[config.mk]
export PLATFORM = sky130hd
export DESIGN_NAME = clock_divider_led
export DESIGN_NICKNAME = d
export VERILOG_FILES = /design/src/rtl/clock_divider_pkg.sv /design/src/rtl/clkdiv_counter.sv /design/src/rtl/clock_divider_led.sv
export SDC_FILE = /design/constraint.sdc
export NUM_CORES = 1
export LEC_CHECK = 0
export BUFFER_PORTS_ARGS = -buffer_cell sky130_fd_sc_hd__buf_2
export CORE_MARGIN = 2
export CORE_UTILIZATION = 45
export DETAILED_ROUTE_END_ITERATION = 12
export GPL_TIMING_DRIVEN = 0
export HOLD_SLACK_MARGIN = 0.03
export MAX_ROUTING_LAYER = met4
export PLACE_DENSITY = 0.64
export REMOVE_ABC_BUFFERS = 1
export SLEW_MARGIN = 5
export SYNTH_ARGS = -nofsm -noshare
export SYNTH_HDL_FRONTEND = slang
export SYNTH_SLANG_ARGS = --single-unit
[constraint.sdc]
create_clock -name clk -period 5.1 [get_ports clk]
set_input_delay 1.275 -clock clk [delete_from_list [all_inputs] [get_ports clk]]
set_output_delay 1.275 -clock clk [all_outputs]
set_load 0.02 [all_outputs]
[src/rtl/clock_divider_pkg.sv]
// Shared defaults and the half-period helper for the LED clock divider.
package clock_divider_pkg;

  localparam int DEF_CLK_HZ = 32'sd10000;
  localparam int DEF_LED_HZ = 32'sd1;

  function automatic int half_count(input int clk_hz, input int led_hz);
    return clk_hz / (32'sd2 * led_hz);
  endfunction

endpackage

[src/rtl/clkdiv_counter.sv]
// Mod-N counter with synchronous reset and enable; wrap_o flags the enabled
// cycle on which the count sits at N-1, i.e. the edge that returns it to 0.
module clkdiv_counter #(
  parameter int N = 5000,
  parameter int W = $clog2(N)
) (
  input  logic clk_i,
  input  logic rst_i,
  input  logic en_i,
  output logic wrap_o
);

  localparam logic [W-1:0] LAST = W'(N - 1);

  logic [W-1:0] cnt_q;
  logic [W-1:0] cnt_d;

  // Next count and wrap detection
  always_comb begin
    cnt_d  = cnt_q;
    wrap_o = 1'b0;
    if (en_i) begin
      if (cnt_q == LAST) begin
        cnt_d  = '0;
        wrap_o = 1'b1;
      end else begin
        cnt_d  = cnt_q + W'(1);
      end
    end else begin
      cnt_d = cnt_q;
    end
  end

  // Count register
  always_ff @(posedge clk_i) begin
    if (rst_i) begin
      cnt_q <= '0;
    end else begin
      cnt_q <= cnt_d;
    end
  end

endmodule

[src/rtl/clock_divider_led.sv]
// Divides clk to a 50% duty LED square wave plus a one-cycle tick per LED edge.
// Optional enable input: define CLOCK_DIVIDER_LED_ENABLE_EN.
module clock_divider_led
  import clock_divider_pkg::*;
#(
  parameter int CLK_HZ = DEF_CLK_HZ,
  parameter int LED_HZ = DEF_LED_HZ
) (
  input  logic clk,
  input  logic rst,
`ifdef CLOCK_DIVIDER_LED_ENABLE_EN
  input  logic en,
`endif
  output logic LED,
  output logic tick
);

  localparam int HALF_CNT = half_count(CLK_HZ, LED_HZ);
  localparam int CNT_W    = (HALF_CNT > 1) ? $clog2(HALF_CNT) : 1;

  generate
    if (HALF_CNT < 2) begin : g_bad_ratio
      $error("clock_divider_led: HALF_CNT must be >= 2");
    end
  endgenerate

  logic en_s;
  logic wrap_s;
  logic led_q;
  logic led_d;
  logic tick_q;
  logic tick_d;

`ifdef CLOCK_DIVIDER_LED_ENABLE_EN
  assign en_s = en;
`else
  assign en_s = 1'b1;
`endif

  clkdiv_counter #(
    .N (HALF_CNT),
    .W (CNT_W)
  ) u_counter (
    .clk_i  (clk),
    .rst_i  (rst),
    .en_i   (en_s),
    .wrap_o (wrap_s)
  );

  // LED toggles and tick fires on the wrap edge only
  always_comb begin
    led_d  = led_q ^ wrap_s;
    tick_d = wrap_s;
  end

  // Output flops; reset beats a coincident wrap
  always_ff @(posedge clk) begin
    if (rst) begin
      led_q  <= 1'b0;
      tick_q <= 1'b0;
    end else begin
      led_q  <= led_d;
      tick_q <= tick_d;
    end
  end

  assign LED  = led_q;
  assign tick = tick_q;

endmodule

---- Word level (Yosys, flattened, before mapping) ----
Index checks and enable logic that the tools add are counted.
storage, ports and cells
  flip-flop bits (word level) ............. 15
  bits in latches ......................... 0
  bits of input ports ..................... 2
  bits in writable memories ............... 0
  memory bits (read-only) ................. 0
  memories ................................ 0
operators by class
  bitwise gates (word level) .............. 1
  muxes and demuxes ....................... 1
  equal/unequal tests ..................... 1
  reductions and logical operators ........ 1
  $add $sub $neg .......................... 1
  shift operators ......................... 0
  div/mod/pow operators ................... 0
  order comparisons ....................... 0
  multipliers ............................. 0
operator list
  operator                 number
  $add A13 B1 Y13 const B  1
  $eq A13 B13 Y1 const B   1
  $reduce_or A2 Y1         1
  $mux W1                  1
  $xor A1 B1 Y1            1

---- Depth between registers and ports, before layout ----
Gate-level depths: netlist (run 1).
  depth in word-level cells ............... 3
  depth in mapped cells ................... 6
  depth with buffers taken out ............ 5

---- Cells and area by module ----
Synthesis (run 1) repeated with hierarchy kept, for this count alone.
unflattened totals
  cell total of the unflattened synthesis .. 73
  area, all modules ....................... 728.2 um2
by module, submodules not included
  module             instances  area an instance (um2)  cells each
  clkdiv_counter     1          665.6                   67
  clock_divider_led  1          62.6                    6

---- Least setup slack after synthesis (run 1) ----
Ideal clock, no wire load.
  path kind ............................... register to register
  from .................................... register u_counter.cnt_q[6]
  to ...................................... register u_counter.cnt_q[10]
  clock period less this slack ............ 1727 ps
  arrival ................................. 1612 ps
  slack ................................... 3373 ps
  path buffers ............................ 1
  required time ........................... 4985 ps
  setup time .............................. 115 ps
  stages on the path, launching flop included .. 6
  path through ............................ dfxtp_1 -> or4_1 -> or4_4 -> nand2b_2 -> buf_6 -> nor2_1
between the ends
  longest elaborated chain between the ends .. 2
  elaborated cells between the ends (all ways) .. 3
  classes of those cells .................. add/sub (1); eq/ne (1); reduce/logical (1)
ends and longest elaborated chain
  what                                                                     RTL line              text
  start, declared                                                          clkdiv_counter.sv:15  logic [W-1:0] cnt_q;
  start signal, assigned                                                   clkdiv_counter.sv:39  cnt_q <= cnt_d;
  parallel branches: the longest is 2 deep, another holds $add A13 B1 Y13  --
Parallel ways; which one is timed is not known.
A chain may end at the register's enable or synchronous reset.

---- Worst setup path after layout (run 1) ----
  from .................................... register led_q (netlist: LED)
  to ...................................... output port LED
RTL lines
  what                    RTL line                 text
  start, declared         clock_divider_led.sv:29  logic led_q;
  start signal, assigned  clock_divider_led.sv:62  led_q <= led_d;
  end, declared           clock_divider_led.sv:14  output logic LED,
No word-level cell between the ends.

==> flow_summary_export.csv, run 1 <==
group,metric,value,unit
die,die_h,41.1,um
min_path,hold_end,"u_counter.cnt_q[0]$_SDFF_PP0_",
synthesis,synth_top_cell_by_area,"dfxtp_1",
sta,max_freq,483,MHz
clocking,cts_root_buffer,"clkbuf_4",
clocking,ctsResizeCount,0,
die,fp.coreArea,0.00128,mm^2
status,status,"finished, final reports clean",
critical_path,reg2reg_to,"u_counter.cnt_q[7]$_SDFF_PP0_",
layout,design_area,667,um^2
critical_path,required,3.83,ns
power_and_ir_drop,leakage,0.230,nW
synthesis,yosysSeqAreaShare,0.486,
critical_path,startpoint_type,"register",
layout,final_nets,79,
sta,hold_violations,0,
critical_path,cpMaxStageDelayCell,"dfxtp_1",
critical_path,r2r_cells,4,
global_route,grt_pass1_wl,1600,um
route,wl_per_cell,10.5,um
synthesis,synth_area_leaders,"dfxtp_1, xnor2_1, nor2_1",
power_and_ir_drop,vdd_drop_max,0.104,mV
route,wl_met3,30,um
sta,clock_skew,0.00213,ns
min_path,hold_start,"u_counter.cnt_q[0]$_SDFF_PP0_",
sta,setup_viol,0,
sta,setup_tns,0,ns
sta,worstMarginPinSlew,0.300,ns
sta,period_share,0.406,
route,drc_errors,0,
die,ios,4,
global_route,grt_max_degree,13,
clocking,cts.sinks,15,
clocking,cts_buffer_depth,2,
route,wl_met2,412,um
critical_path,rr_startpoint,"u_counter.cnt_q[6]$_SDFF_PP0_",
clocking,cts_made_buffers,3,
critical_path,worstSetupEndpointType,"primary output",
route,vias,445,
synthesis,synth_top_area_share,0.486,
route,wl_met1,474,um
synthesis,syn_area,618,um^2
clocking,cts_tree,"yes",
global_route,grtUsageTotal,0.156,
die,die_area,0.00169,mm^2
min_path,worstHoldPathCells,1,
route,dr.pass1.iters,2,
placement,placed_area,641,um^2
placement,io_buffers,3,
synthesis,avgSynthCellArea,8.96,um^2
critical_path,crit_path_max_incr_delay,0.35,ns
clocking,clk_pin_slew,0.08,ns
layout,mostFrequentLayoutCells,"nor2_1, dfxtp_1, xnor2_1",
route,viasPerCell,4.94,
synthesis,yosysUniqueCellTypes,16,
synthesis,yosys_warnings,0,
clocking,hold_buffers,0,
route,ant_nets,0,
global_route,grt_pass1_vias,403,
min_path,hold_path_class,"reg2reg",
sta,timing.slew.headroom,0.798,
placement,gp_congestion,0.771,
critical_path,crit_chain,"buf_2",
clocking,htree_levels,1,
power_and_ir_drop,powerDensity,289,mW/mm^2
layout,syn_to_final_growth,7.89,%
global_route,grt_overflow,0,
layout,final_common_cell,"nor2_1",
critical_path,r2r_slack,3.27,ns
clocking,insertion_delay,0.28,ns
clocking,postCtsSetupBuffers,0,
route,routed.top_layer,"met4",
critical_path,path_delay_family,"flip-flops",
die,dieWidth,41.1,um
placement,hpwl,660,um
sta,rsz0062_at_grt,"no",
die,initial_core_util,0.481,
sta,fin_crit,2.07,ns
critical_path,criticalPathCategory,"reg2out",
critical_path,cp.buffers_inverters,1,
synthesis,synth_seq_cells,15,
sta,slew_violations,0,
layout,drive_gt1_frac,0.120,
route,drtIter0Drc,1,
global_route,antenna_found_initial,0,
synthesis,synthCells,69,
flow_run,drv_cap,0,
die,rows,13,
route,wirelength,947,um
layout,num_antenna_cells,0,
critical_path,crit_fanout,2,
critical_path,critPathArrivalTime,0.79,ns
-- worst max path at each step --
stage,depth (start not counted),from,endpoint
floorplan,4,u_counter.cnt_q[6]$_SDFF_PP0_,u_counter.cnt_q[10]$_SDFF_PP0_
global placement,3,rst,u_counter.cnt_q[4]$_SDFF_PP0_
detailed placement,3,rst,u_counter.cnt_q[7]$_SDFF_PP0_
CTS,1,LED$_SDFF_PP0_,LED
global route,1,LED$_SDFF_PP0_,LED
finish,1,LED$_SDFF_PP0_,LED
-- state kept, by name, indices dropped and copies added (netlist names) --
| signal | count |
|---|---|
| u_counter.cnt_q | 13 |
| LED | 1 |
| tick | 1 |
-- stage by stage --
stage	total power, mW	hold slack, ns	utilization	setup WS (ns)	instances
final	0.193	0.466	0.519	3.03	90
after global routing	0.204	0.519	0.519	2.96	90
after CTS	0.195	0.470	0.519	3.02	90
after detailed placement	0.129	0.450	0.499	3.18	86
after global placement	0.129	0.446	0.499	3.21	86
after floorplan	0.128	0.430	-	3.40	68
-- Yosys cell counts --
library cell  instances
buf_6                 1
or4_4                 1
xor2_1                2
or3b_2                1
nor3_1                4
nand2b_2              1
inv_1                 4
nand3_1               4
xnor2_1              10
dfxtp_1              15
nand2_1               3
or4_1                 1
nor2_1               18
ha_1                  1
nand4_1               2
nor4_1                1
-- cell type report --
| type | count | area (um^2) |
|---|---|---|
| clock buffers | 4 | 26.3 |
| well taps | 15 | 18.8 |
| multi-input cells | 49 | 292 |
| repair buffers | 3 | 15.0 |
| fillers | 120 | 618 |
| inverters | 4 | 15.0 |
| flip-flops and latches | 15 | 300 |
-- where the power goes --
part / internal, mW / switching [mW]
Combinational: 0.00236 / 0.00328
Sequential: 0.119 / 0.00189
Clock: 0.0303 / 0.0360
-- cell families after synthesis --
| group | after synthesis | share of synthesized area |
|---|---|---|
| XOR/XNOR | 12 | 0.170 |
| adder cells (fa/ha/maj) | 1 | 0.0202 |
| buffers and inverters | 5 | 0.0425 |
| flip-flops | 15 | 0.486 |
| AND/OR/NAND/NOR | 36 | 0.281 |
-- layer usage --
metal | GRT usage | vias up
li1 | - | 236
met1 | 0.184 | 197
met3 | 0.0489 | 5
met5 | - | -
met2 | 0.215 | 7
met4 | 0.125 | 0
No activity file was read; power rests on OpenSTA's default activity.
==> run 2: changes to the inputs <==
--- a/config.mk
+++ b/config.mk
@@ -5,6 +5,7 @@
 export SDC_FILE = /design/constraint.sdc
 export NUM_CORES = 1
 export LEC_CHECK = 0
+export ABC_AREA = 1
 export BUFFER_PORTS_ARGS = -buffer_cell sky130_fd_sc_hd__buf_2
 export CORE_MARGIN = 2
 export CORE_UTILIZATION = 45
@@ -12,7 +13,7 @@
 export GPL_TIMING_DRIVEN = 0
 export HOLD_SLACK_MARGIN = 0.03
 export MAX_ROUTING_LAYER = met4
-export PLACE_DENSITY = 0.64
+export PLACE_DENSITY = 0.66
 export REMOVE_ABC_BUFFERS = 1
 export SLEW_MARGIN = 5
 export SYNTH_ARGS = -nofsm -noshare
==> constraint.sdc (replaced) <==
create_clock -name clk -period 1.7 [get_ports clk]
set_input_delay 0.425 -clock clk [delete_from_list [all_inputs] [get_ports clk]]
set_output_delay 0.425 -clock clk [all_outputs]
set_load 0.02 [all_outputs]
==> run 2 against run 1 <==
Effect of this change:
- via count grew 44%
- clock power rose to 3.1 times the previous value
- critical path depth is 5 higher
- first-iteration DRC count increased to 6.0 times the previous value
- combinational power rose to 4.2 times the previous value
- flip-flop and latch count unchanged
- die area is 22% higher
- register-to-register slack worse by 3.0 ns
- wire length rose by 42%
- synthesized cell count rose by 59%
- critical path type is now reg2reg
==> flow_summary_export.csv, run 2 <==
group,metric,value,unit
layout,syn_to_final_growth,6.50,%
route,wirelength,1350,um
synthesis,synth_top_cell_by_area,"dfxtp_1",
synthesis,synthCells,110,
sta,fin_crit,1.46,ns
sta,setup_viol,0,
clocking,ctsResizeCount,0,
global_route,grt_pass1_wl,2390,um
route,ant_nets,0,
sta,hold_violations,0,
die,die_h,45.4,um
die,ios,4,
clocking,cts_made_buffers,3,
clocking,cts_tree,"yes",
sta,period_share,0.857,
power_and_ir_drop,leakage,0.291,nW
synthesis,synth_seq_cells,15,
global_route,grt_pass1_vias,610,
layout,drive_gt1_frac,0.138,
synthesis,synthArstFlopShare,0,
synthesis,avgSynthCellArea,7.00,um^2
critical_path,required,1.87,ns
power_and_ir_drop,finalPower,0.591,mW
clocking,hold_buffers,0,
placement,io_buffers,3,
sta,slew_violations,0,
global_route,grt_max_degree,14,
status,status,"finished, final reports clean",
clocking,cts_buffer_depth,2,
placement,gp_congestion,0.809,
route,vias,641,
sta,rsz0062_at_grt,"no",
sta,max_freq,686,MHz
sta,timing.slew.headroom,0.801,
sta,worstMarginPinSlew,0.297,ns
clocking,cts_root_buffer,"clkbuf_4",
sta,setup_tns,0,ns
synthesis,syn_area,769,um^2
layout,num_antenna_cells,0,
die,initial_core_util,0.494,
critical_path,criticalPathCategory,"reg2reg",
layout,regArea,300,um^2
die,die_area,0.00206,mm^2
placement,hpwl,1020,um
synthesis,yosys_warnings,0,
power_and_ir_drop,vdd_drop_max,0.455,mV
global_route,grt_overflow,0,
synthesis,synth_top_area_share,0.390,
sta,clock_skew,0.00204,ns
route,wl_per_cell,10.2,um
clocking,insertion_delay,0.28,ns
min_path,hold_path_class,"in2reg",
layout,top_register,"u_counter.cnt_q",
layout,multi_input_area,402,um^2
layout,mostFrequentLayoutCells,"nand2_1, nor2_1, dfxtp_1",
route,dr.pass1.iters,3,
synthesis,yosysUniqueCellTypes,19,
route,drtIter0Drc,6,
clocking,postCtsSetupBuffers,0,
die,dieWidth,45.4,um
synthesis,synth_edf_count,0,
critical_path,crit_fanout,13,
clocking,clk_pin_slew,0.09,ns
global_route,antenna_found_initial,0,
flow_run,drv_cap,0,
die,fp.coreArea,0.00156,mm^2
layout,largest_register_ffs,13,
global_route,grtUsageTotal,0.167,
critical_path,critPathArrivalTime,1.63,ns
synthesis,yosysSeqAreaShare,0.390,
clocking,htree_levels,1,
clocking,cts.sinks,15,
layout,final_nets,120,
synthesis,synth_area_leaders,"dfxtp_1, nand2_1, nor2_1",
sta,hold_ws,0.297,ns
die,rows,14,
route,viasPerCell,4.86,
critical_path,worstSetupEndpointType,"register",
power_and_ir_drop,powerDensity,721,mW/mm^2
critical_path,startpoint_type,"register",
synthesis,synthFlopType,"dfxtp_1",
synthesis,synthTopCellsByCount,"nand2_1, nor2_1, dfxtp_1",
synthesis,yosys.cell_count.top_type,"nand2_1",
route,drc_errors,0,
layout,final_common_cell,"nand2_1",
layout,fill_cells,162,
[run 2: cell type report]
type                    instances  share of cell area
multi-input cells              79               0.490
flip-flops and latches         15               0.366
inverters                      15              0.0687
clock buffers                   4              0.0321
well taps                      16              0.0244
repair buffers                  3              0.0183
[run 2: worst paths after layout]
check                                      from                             to  slack [ns]  depth (start not counted)
setup / recovery  u_counter.cnt_q[0]$_SDFF_PP0_  u_counter.cnt_q[6]$_SDFF_PP0_        0.24                          6
hold / removal                              rst                tick$_SDFF_PP0_        0.30                          2
setup reg to reg  u_counter.cnt_q[0]$_SDFF_PP0_  u_counter.cnt_q[6]$_SDFF_PP0_        0.24                          6
hold reg to reg   u_counter.cnt_q[0]$_SDFF_PP0_  u_counter.cnt_q[0]$_SDFF_PP0_        0.47                          1
[run 2: through the flow]
| step | util | setup slack [ns] | instances | area, um^2 |
|---|---|---|---|---|
| final | 0.526 | 0.243 | 132 | 820 |
| after global routing | 0.526 | 0.122 | 132 | 820 |
| after CTS | 0.526 | 0.233 | 132 | 820 |
| after detailed placement | 0.509 | 0.249 | 128 | 793 |
| after global placement | 0.509 | 0.264 | 128 | 793 |
| after floorplan | - | 0.460 | 109 | 758 |
[run 2: routing by layer]
layer,global-route usage,vias to the layer above,part of all wire
li1,-,355,-
met1,0.197,280,0.49
met2,0.263,4,0.46
met3,0.0600,2,0.034
met4,0.0529,0,0.0082
met5,-,-,0
[run 2: power breakdown]
group	switching, mW	internal [mW]	leakage (nW)
clock network	0.112	0.0912	0.0150
logic	0.0154	0.00850	0.154
registers	0.00710	0.357	0.121
total	0.134	0.457	0.291
[run 2: kinds of logic after synthesis]
logic type	count (synthesis)	share of synthesized area
flip-flops	15	0.390
XOR/XNOR	4	0.0455
AO/OA/AOI/OAI	7	0.0504
buffers and inverters	16	0.0878
adder cells (fa/ha/maj)	1	0.0163
AND/OR/NAND/NOR	67	0.410
[run 2: worst max-delay path: stages, from the launching register on]
cell     delay [ns]
dfxtp_1        0.38
ha_1           0.27
nand2_1        0.15
nor2_2         0.12
nand3_2        0.10
nand2_2        0.24
nor2_1         0.08
